<file path="config.mk">
export PLATFORM = sky130hd
export DESIGN_NAME = mem_stage_flat
export DESIGN_NICKNAME = d
export VERILOG_FILES = /design/src/rtl/mem_stage_if.sv /design/src/rtl/mem_stage.sv /design/src/flat_wrapper.sv
export SDC_FILE = /design/constraint.sdc
export NUM_CORES = 1
export LEC_CHECK = 0
export ABC_AREA = 1
export CAP_MARGIN = 20
export CORE_MARGIN = 3
export CORE_UTILIZATION = 56
export CTS_CLUSTER_SIZE = 40
export DETAILED_ROUTE_END_ITERATION = 8
export DONT_BUFFER_PORTS = 1
export PLACE_DENSITY = 0.72
export SYNTH_ARGS = -nofsm -noshare
export SYNTH_HDL_FRONTEND = slang
export SYNTH_SLANG_ARGS = --single-unit
</file>
<file path="constraint.sdc">
create_clock -name CLK -period 2.7 [get_ports CLK]
set_clock_uncertainty 0.2 [all_clocks]
set_input_delay 0.405 -clock CLK [delete_from_list [all_inputs] [get_ports CLK]]
set_output_delay 0.405 -clock CLK [all_outputs]
set_load 0.02 [all_outputs]
</file>
<file path="src/rtl/mem_stage_if.sv">
// rtl/mem_stage_if.sv - data-cache request/response bus between mem_stage and the data cache
interface mem_stage_if #(
   parameter int WORD_W = 32
);
   logic              dmemREN;
   logic              dmemWEN;
   logic [WORD_W-1:0] dmemaddr;
   logic [WORD_W-1:0] dmemstore;
   logic              dhit;
   logic [WORD_W-1:0] dmemload;

   // memory stage side: issues requests, receives the acknowledge and read data
   modport master (
      output dmemREN, dmemWEN, dmemaddr, dmemstore,
      input  dhit, dmemload
   );

   // cache side
   modport slave (
      input  dmemREN, dmemWEN, dmemaddr, dmemstore,
      output dhit, dmemload
   );
endinterface

</file>
<file path="src/rtl/mem_stage.sv">
// rtl/mem_stage.sv - EX/MEM latch, data-cache access FSM and MEM/WB latch; MEM_STALL_CNT_EN adds stall_cnt
module mem_stage #(
   parameter int WORD_W   = 32,
   parameter int REGSEL_W = 2,
   parameter int REGBIT_W = 5
) (
   input  logic                CLK,
   input  logic                nRST,
   input  logic                ihit,
   input  logic                flush,
   input  logic [WORD_W-1:0]   nPC_next,
   input  logic                dREN_next,
   input  logic                dWEN_next,
   input  logic                regWr_next,
   input  logic [REGSEL_W-1:0] regSel_next,
   input  logic [REGBIT_W-1:0] regDst_next,
   input  logic [WORD_W-1:0]   ALUOut_next,
   input  logic [WORD_W-1:0]   storeData,
   mem_stage_if.master         dbus,
   output logic                mem_stall,
   output logic [WORD_W-1:0]   wb_nPC,
   output logic [WORD_W-1:0]   wb_ALUOut,
   output logic [WORD_W-1:0]   wb_dload,
   output logic                wb_regWr,
   output logic [REGSEL_W-1:0] wb_regSel,
   output logic [REGBIT_W-1:0] wb_regDst
`ifdef MEM_STALL_CNT_EN
   ,
   output logic [31:0]         stall_cnt
`endif
);

   typedef logic [WORD_W-1:0]   word_t;
   typedef logic [REGSEL_W-1:0] regsel_t;
   typedef logic [REGBIT_W-1:0] regbit_t;

   typedef struct packed {
      word_t   npc;
      logic    dren;
      logic    dwen;
      logic    regwr;
      regsel_t regsel;
      regbit_t regdst;
      word_t   alu;
      word_t   sdata;
   } exmem_t;

   typedef enum logic [1:0] {
      S_IDLE = 2'd0,
      S_WAIT = 2'd1,
      S_DONE = 2'd2
   } state_t;

   state_t state_q;
   state_t state_d;
   exmem_t em_q;
   exmem_t em_in;
   word_t  hold_q;
   logic   adv;
   logic   in_mem;
   logic   rd_req;
   logic   wr_req;

   assign mem_stall = (state_q == S_WAIT);
   assign adv       = ihit & ~mem_stall;

   // Entry offered to EX/MEM: the execute outputs, or an all-zero bubble when squashed
   always_comb begin
      em_in = '0;
      if (!flush) begin
         em_in.npc    = nPC_next;
         em_in.dren   = dREN_next;
         em_in.dwen   = dWEN_next;
         em_in.regwr  = regWr_next;
         em_in.regsel = regSel_next;
         em_in.regdst = regDst_next;
         em_in.alu    = ALUOut_next;
         em_in.sdata  = storeData;
      end
   end

   assign in_mem = em_in.dren | em_in.dwen;

   // Access FSM state register
   always_ff @(posedge CLK or negedge nRST) begin
      if (!nRST) begin
         state_q <= S_IDLE;
      end else begin
         state_q <= state_d;
      end
   end

   // Next state and request decode; a write takes priority over a read of the same entry
   always_comb begin
      state_d = state_q;
      rd_req  = 1'b0;
      wr_req  = 1'b0;
      case (state_q)
         S_IDLE, S_DONE: begin
            if (adv) begin
               state_d = in_mem ? S_WAIT : S_IDLE;
            end
         end
         S_WAIT: begin
            wr_req = em_q.dwen;
            rd_req = em_q.dren & ~em_q.dwen;
            if (dbus.dhit) begin
               state_d = S_DONE;
            end
         end
         default: state_d = S_IDLE;
      endcase
   end

   assign dbus.dmemREN   = rd_req;
   assign dbus.dmemWEN   = wr_req;
   assign dbus.dmemaddr  = em_q.alu;
   assign dbus.dmemstore = em_q.sdata;

   // EX/MEM latch: frozen while the access is outstanding
   always_ff @(posedge CLK or negedge nRST) begin
      if (!nRST) begin
         em_q <= '0;
      end else if (adv) begin
         em_q <= em_in;
      end
   end

   // Load data hold: captured on the read acknowledge, kept until the next read completes
   always_ff @(posedge CLK or negedge nRST) begin
      if (!nRST) begin
         hold_q <= '0;
      end else if (rd_req && dbus.dhit) begin
         hold_q <= dbus.dmemload;
      end
   end

   // MEM/WB latch
   always_ff @(posedge CLK or negedge nRST) begin
      if (!nRST) begin
         wb_nPC    <= '0;
         wb_ALUOut <= '0;
         wb_dload  <= '0;
         wb_regWr  <= 1'b0;
         wb_regSel <= '0;
         wb_regDst <= '0;
      end else if (adv) begin
         wb_nPC    <= em_q.npc;
         wb_ALUOut <= em_q.alu;
         wb_dload  <= hold_q;
         wb_regWr  <= em_q.regwr;
         wb_regSel <= em_q.regsel;
         wb_regDst <= em_q.regdst;
      end
   end

`ifdef MEM_STALL_CNT_EN
   logic [31:0] stall_q;

   // Saturating count of cycles spent waiting on the data cache
   always_ff @(posedge CLK or negedge nRST) begin
      if (!nRST) begin
         stall_q <= '0;
      end else if (mem_stall && (stall_q != 32'hFFFF_FFFF)) begin
         stall_q <= stall_q + 32'd1;
      end
   end

   assign stall_cnt = stall_q;
`endif

endmodule

</file>
<file path="src/flat_wrapper.sv">
// flat-port wrapper written by rule: the top's interface ports become plain ports
module mem_stage_flat 
#(
   parameter int WORD_W   = 32,
   parameter int REGSEL_W = 2,
   parameter int REGBIT_W = 5
)
  (CLK, nRST, ihit, flush, nPC_next, dREN_next, dWEN_next, regWr_next, regSel_next, regDst_next, ALUOut_next, storeData, mem_stall, wb_nPC, wb_ALUOut, wb_dload, wb_regWr, wb_regSel, wb_regDst, dbus_dmemREN, dbus_dmemWEN, dbus_dmemaddr, dbus_dmemstore, dbus_dhit, dbus_dmemload);
  mem_stage_if #(.WORD_W(WORD_W)) dbus_i ();
  input  logic CLK;
  input  logic nRST;
  input  logic ihit;
  input  logic flush;
  input  logic [WORD_W-1:0] nPC_next;
  input  logic dREN_next;
  input  logic dWEN_next;
  input  logic regWr_next;
  input  logic [REGSEL_W-1:0] regSel_next;
  input  logic [REGBIT_W-1:0] regDst_next;
  input  logic [WORD_W-1:0] ALUOut_next;
  input  logic [WORD_W-1:0] storeData;
  output logic mem_stall;
  output logic [WORD_W-1:0] wb_nPC;
  output logic [WORD_W-1:0] wb_ALUOut;
  output logic [WORD_W-1:0] wb_dload;
  output logic wb_regWr;
  output logic [REGSEL_W-1:0] wb_regSel;
  output logic [REGBIT_W-1:0] wb_regDst;
  output wire logic [$bits(dbus_i.dmemREN)-1:0] dbus_dmemREN;
  output wire logic [$bits(dbus_i.dmemWEN)-1:0] dbus_dmemWEN;
  output wire logic [$bits(dbus_i.dmemaddr)-1:0] dbus_dmemaddr;
  output wire logic [$bits(dbus_i.dmemstore)-1:0] dbus_dmemstore;
  input wire logic [$bits(dbus_i.dhit)-1:0] dbus_dhit;
  input wire logic [$bits(dbus_i.dmemload)-1:0] dbus_dmemload;
  assign dbus_dmemREN = dbus_i.dmemREN;
  assign dbus_dmemWEN = dbus_i.dmemWEN;
  assign dbus_dmemaddr = dbus_i.dmemaddr;
  assign dbus_dmemstore = dbus_i.dmemstore;
  assign dbus_i.dhit = dbus_dhit;
  assign dbus_i.dmemload = dbus_dmemload;
  mem_stage #(.WORD_W(WORD_W), .REGSEL_W(REGSEL_W), .REGBIT_W(REGBIT_W)) u_core (.CLK(CLK), .nRST(nRST), .ihit(ihit), .flush(flush), .nPC_next(nPC_next), .dREN_next(dREN_next), .dWEN_next(dWEN_next), .regWr_next(regWr_next), .regSel_next(regSel_next), .regDst_next(regDst_next), .ALUOut_next(ALUOut_next), .storeData(storeData), .dbus(dbus_i), .mem_stall(mem_stall), .wb_nPC(wb_nPC), .wb_ALUOut(wb_ALUOut), .wb_dload(wb_dload), .wb_regWr(wb_regWr), .wb_regSel(wb_regSel), .wb_regDst(wb_regDst));
endmodule
</file>
* After elaboration in Yosys (flattened, before gate mapping)
Index checks and enable logic that the tools add are counted.
** Cells by class
- Equality and inequality tests :: 4
- Mux-type cells :: 7
- Bitwise logic cells :: 5
- Reduce and logical (&&, ||, !) cells :: 4
** Operators with widths (number)
- two-way mux 106 bit :: 1
- two-way mux 2 bit :: 2
- case mux 2 bit (2 select lines) :: 1
- two-way mux 1 bit :: 3
- bitwise AND 1 bit :: 2
- equality test 2 x 1 -> 1 bit, second input constant :: 1
- equality test 2 bit, second input constant :: 1
- logical NOT 2 bit :: 1
- inequality test 2 x 1 -> 1 bit, second input constant :: 1
- inequality test 2 bit, second input constant :: 1
- NOT 1 bit :: 2
- AND reduction 2 bit :: 1
- OR reduction 2 bit :: 1
- logical AND 1 bit :: 1
- bitwise OR 1 bit :: 1
** Word-level totals
- Register bits after elaboration :: 244
- Output and inout bits :: 171

* Logic depth before layout (Yosys ltp)
- Depth in word-level cells :: 5
- Depth in mapped cells :: 8
- Depth with buffers taken out :: 6

* Worst setup path before layout
OpenSTA, ideal clock, no wires.
- Kind :: register -> output
- From :: register u_core.state_q[1]
- To :: output port dbus_dmemWEN
- Arrival time :: 1.002 ns
- Slack :: 1.093 ns
- Stages on the path, launching flop included :: 5
- Cell sequence :: dfrtp_1 inv_2 nand2_2 clkbuf_1 nor2_1
** Between the ends
- Longest elaborated chain between the ends :: 2
** RTL lines
- start: declaration :: RTL line mem_stage.sv:54 : state_t state_q;
- start signal: assignment :: RTL line mem_stage.sv:89 : state_q <= state_d;
- equality test 2 x 1 -> 1 bit :: RTL line mem_stage.sv:98 : case (state_q)
- two-way mux 1 bit :: RTL line mem_stage.sv:98
- end: declaration :: RTL line flat_wrapper.sv:30 : output wire logic [$bits(dbus_i.dmemWEN)-1:0] dbus_dmemWEN;
No other way between the ends.

* Worst setup path in the final report
- From :: register u_core.state_q[1]
- To :: register u_core.hold_q[19]
** Between the ends
- Longest elaborated chain between the ends :: 3
** RTL lines
- equality test 2 x 1 -> 1 bit :: RTL line mem_stage.sv:98
- two-way mux 1 bit :: RTL line mem_stage.sv:98
- logical AND 1 bit :: RTL line mem_stage.sv:133 : end else if (rd_req && dbus.dhit) begin
- end signal: assignment :: RTL line mem_stage.sv:134 : hold_q <= dbus.dmemload;
- end: declaration :: RTL line mem_stage.sv:58 : word_t hold_q;
No other way between the ends.
A chain may end at the register's enable or synchronous reset.

==> flow_summary.ini <==
[run_status]
status = finished with violations
violations = hold timing

[sta]
relSlewSlack_pct = 53.0
period_share_pct = 83.7
rsz0062_at_grt = false
finalSetupViolCount = 0
max_freq_mhz = 443
worst_slew_pin_slew_ns = 0.705
drv_slew = 0
finalHoldViolCount = 244
fin_crit_ns = 2.26
fin_setup_tns_ns = 0
hold_slack_ns = -0.601

[setup_path]
r2r_start = u_core.state_q[1]
criticalPathCategory = flop to flop
crit_arrival_ns = 2.52
crit_path_start_kind = flop
crit_path_end_kind = flop
cp.required_ns = 2.96
setup.worst_path.start = u_core.state_q[1]
path_max_fanout = 33

[pwr]
power_density_nw_per_um2 = 879
leakagePower_nw = 5.63
p_int_mw = 7.09
power.share.clock_pct = 32.6
ir_drop_mv = 0.608
p_sw_share_pct = 32.7
p_seq_share_pct = 54.3
switching_power_mw = 3.45
combPwrFrac_pct = 13.0

[clock_tree]
cts_inserted_buffers = 25
worstSkewPairLatency_ns = 0.52
cts_buffer_depth = 3
post_cts_buffers = 0
clkSinkCount = 244
cts_resized = 0
cts.reportedPaths.clkPinSlew_ns = 0.06
hold_buffers = 151
htreeDepth = 1
cts_root_buf = clkbuf_16
cts_tree = built

[detailed_routing]
wl_met2_mm = 13.0
drc_errors = 0
ant_nets = 0
vias_per_cell = 5.56
vias = 7514
drt-met1-wl_mm = 9.65
top_layer_used = met4
wl_mm = 25.8
first_pass_iters = 5
drt_first_iter_violations = 575
post_drt_wl_per_cell_um = 19.1
met3_length_mm = 2.38

[global_route]
antenna_found_initial = 2
grt_pass1_vias = 7583
grt_pass1_wl_mm = 41.1
grt_use_total_pct = 25.5
grt_overflow_total = 0
grt_max_degree = 245

[synthesis]
synth_area_um2 = 10100
synth_seq_cells = 244
yosysWarnings = 0
synth.distinct_cells = 19
syn_inst = 1056
synthesis.nets = 1199
ys_seq_area_share_pct = 60.4
postSynthAreaPerCell_um2 = 9.57

[placed_design]
gp_congestion = 0.793
port_buffers = 0
dpl-instance-area_um2 = 9620
dp_hpwl_mm = 14.0

[floorplan]
floorplan.initialDensity_pct = 57.8
core_um2 = 17500
dieArea_um2 = 19700
rows = 48
die_h_um = 140
ios = 314
dieWidth_um = 140

[cells_and_area]
final_nets = 1249
syn_to_final_growth_pct = 18.7
drive_above_1_share_pct = 7.73
fin_area_um2 = 12000
fillers = 1218

[run]
maxCapViolCount = 0

[hold_path]
hold_path_class = input pin to async pin
[cell type report]
cell class,instances,area [um2],share of cell area [%]
sequential,244,6110,50.9
clock buffer,40,742,6.18
timing repair buffer,162,1660,13.8
clock inverter,6,88.8,0.740
multi-input combinational,595,2820,23.5
inverter,78,294,2.45
antenna,2,5.00,0.0417
tap,225,282,2.35
[per-stage QoR]
step	util, %	worst slack [ns]	instances	hold slack [ns]	power (mW)
6_report	68.6	0.440	1352	-0.601	10.5
5_1_grt	68.6	0.352	1352	-0.631	11.0
4_1_cts	68.6	0.442	1350	-0.636	10.6
3_5_place_dp	55.1	0.868	1153	-0.0854	6.89
3_3_place_gp	55.1	0.876	1153	-0.0854	6.83
2_1_floorplan	-	1.09	1056	-0.0906	6.73
[layer usage]
layer | GRT usage [%] | vias up
met5 | 0 | -
li1 | - | 3477
met3 | 7.55 | 63
met2 | 43.0 | 355
met4 | 7.85 | 0
met1 | 32.0 | 3619
[cells in the mapped netlist]
master      n  area [um2]
nand2_1   303        1140
dfrtp_1   244        6110
o21ai_0    79         395
inv_1      75         282
nand4_1    72         450
o21ai_1    70         350
buf_4      66         495
nand3_1    33         165
clkbuf_1   31         116
o21ai_2    30         263
buf_2      28         140
buf_6      13         146
inv_2       3        11.3
nand2_2     2        12.5
nor2_1      2        7.51
nor2_2      2        12.5
buf_1       1        3.75
o22ai_1     1        6.26
o31ai_1     1        7.51
[cell usage in the layout, fill, tap and decap left out]
cell / Yosys / routed
nor2_1: 2 / 2
clkbuf_8: 0 / 6
inv_6: 0 / 1
nand3_1: 33 / 33
nand2_2: 2 / 1
o21ai_1: 70 / 70
clkinvlp_4: 0 / 2
dlygate4sd3_1: 0 / 149
buf_16: 0 / 1
buf_4: 66 / 8
inv_1: 75 / 75
o21ai_0: 79 / 79
nand2_1: 303 / 303
clkbuf_16: 0 / 25
nor2_2: 2 / 2
o31ai_1: 1 / 1
nand4_1: 72 / 72
diode_2: 0 / 2
inv_2: 3 / 2
clkinv_2: 0 / 2
bufinv_16: 0 / 2
clkbuf_1: 31 / 9
nand2_8: 0 / 1
o22ai_1: 1 / 1
dfrtp_1: 244 / 244
o21ai_2: 30 / 30
buf_12: 0 / 4
[power groups by stage]
stage          Clock, mW  Combinational, mW  Sequential [mW]
2_1_floorplan          0               1.34             5.39
3_3_place_gp           0               1.07             5.76
5_1_grt             3.66               1.57             5.81
3_5_place_dp           0               1.12             5.76
4_1_cts             3.52               1.34             5.71
6_report            3.44               1.37             5.73
[sequential cells by signal, summed over array words and instances (netlist names), 5 cells and up]
name and flops:
u_core.em_q 42, u_core.wb_nPC 32, u_core.wb_regDst 5, u_core.wb_ALUOut 32, u_core.wb_dload 32, u_core.hold_q 32, u_core.dbus.dmemstore 32, u_core.dbus.dmemaddr 32
[kinds of logic (layout without fill, tap and decap cells)]
kind of cell / count (synthesis) / count (layout) / share of synthesized area [%]
flops: 244 / 244 / 60.4
other cells: 0 / 2 / 0
simple gates: 414 / 414 / 17.7
compound gates: 181 / 181 / 10.1
buf+inv: 217 / 286 / 11.8
[critical path: stages, from the launching register on]
cell           delay [ns]
dfrtp_1              0.40
inv_2                0.07
nand2_2              0.12
nor2_2               0.14
buf_4                0.37
nand3_1              0.17
dlygate4sd3_1        0.62
nand2_1              0.07
[worst paths after layout]
| check | end | slack (ns) | depth (start not counted) |
|---|---|---|---|
| setup / recovery | u_core.hold_q[19] | 0.44 | 7 |
| hold / removal | u_core.wb_ALUOut[18] | -0.60 | 0 |
| setup reg to reg | u_core.hold_q[19] | 0.44 | 7 |
| hold reg to reg | u_core.wb_dload[2] | 0.26 | 2 |
| max in group asynchronous | u_core.dbus.dmemstore[22] | 2.52 | 0 |
| min in group CLK | u_core.hold_q[21] | 0.02 | 3 |
(Power assumes the default switching activity.)
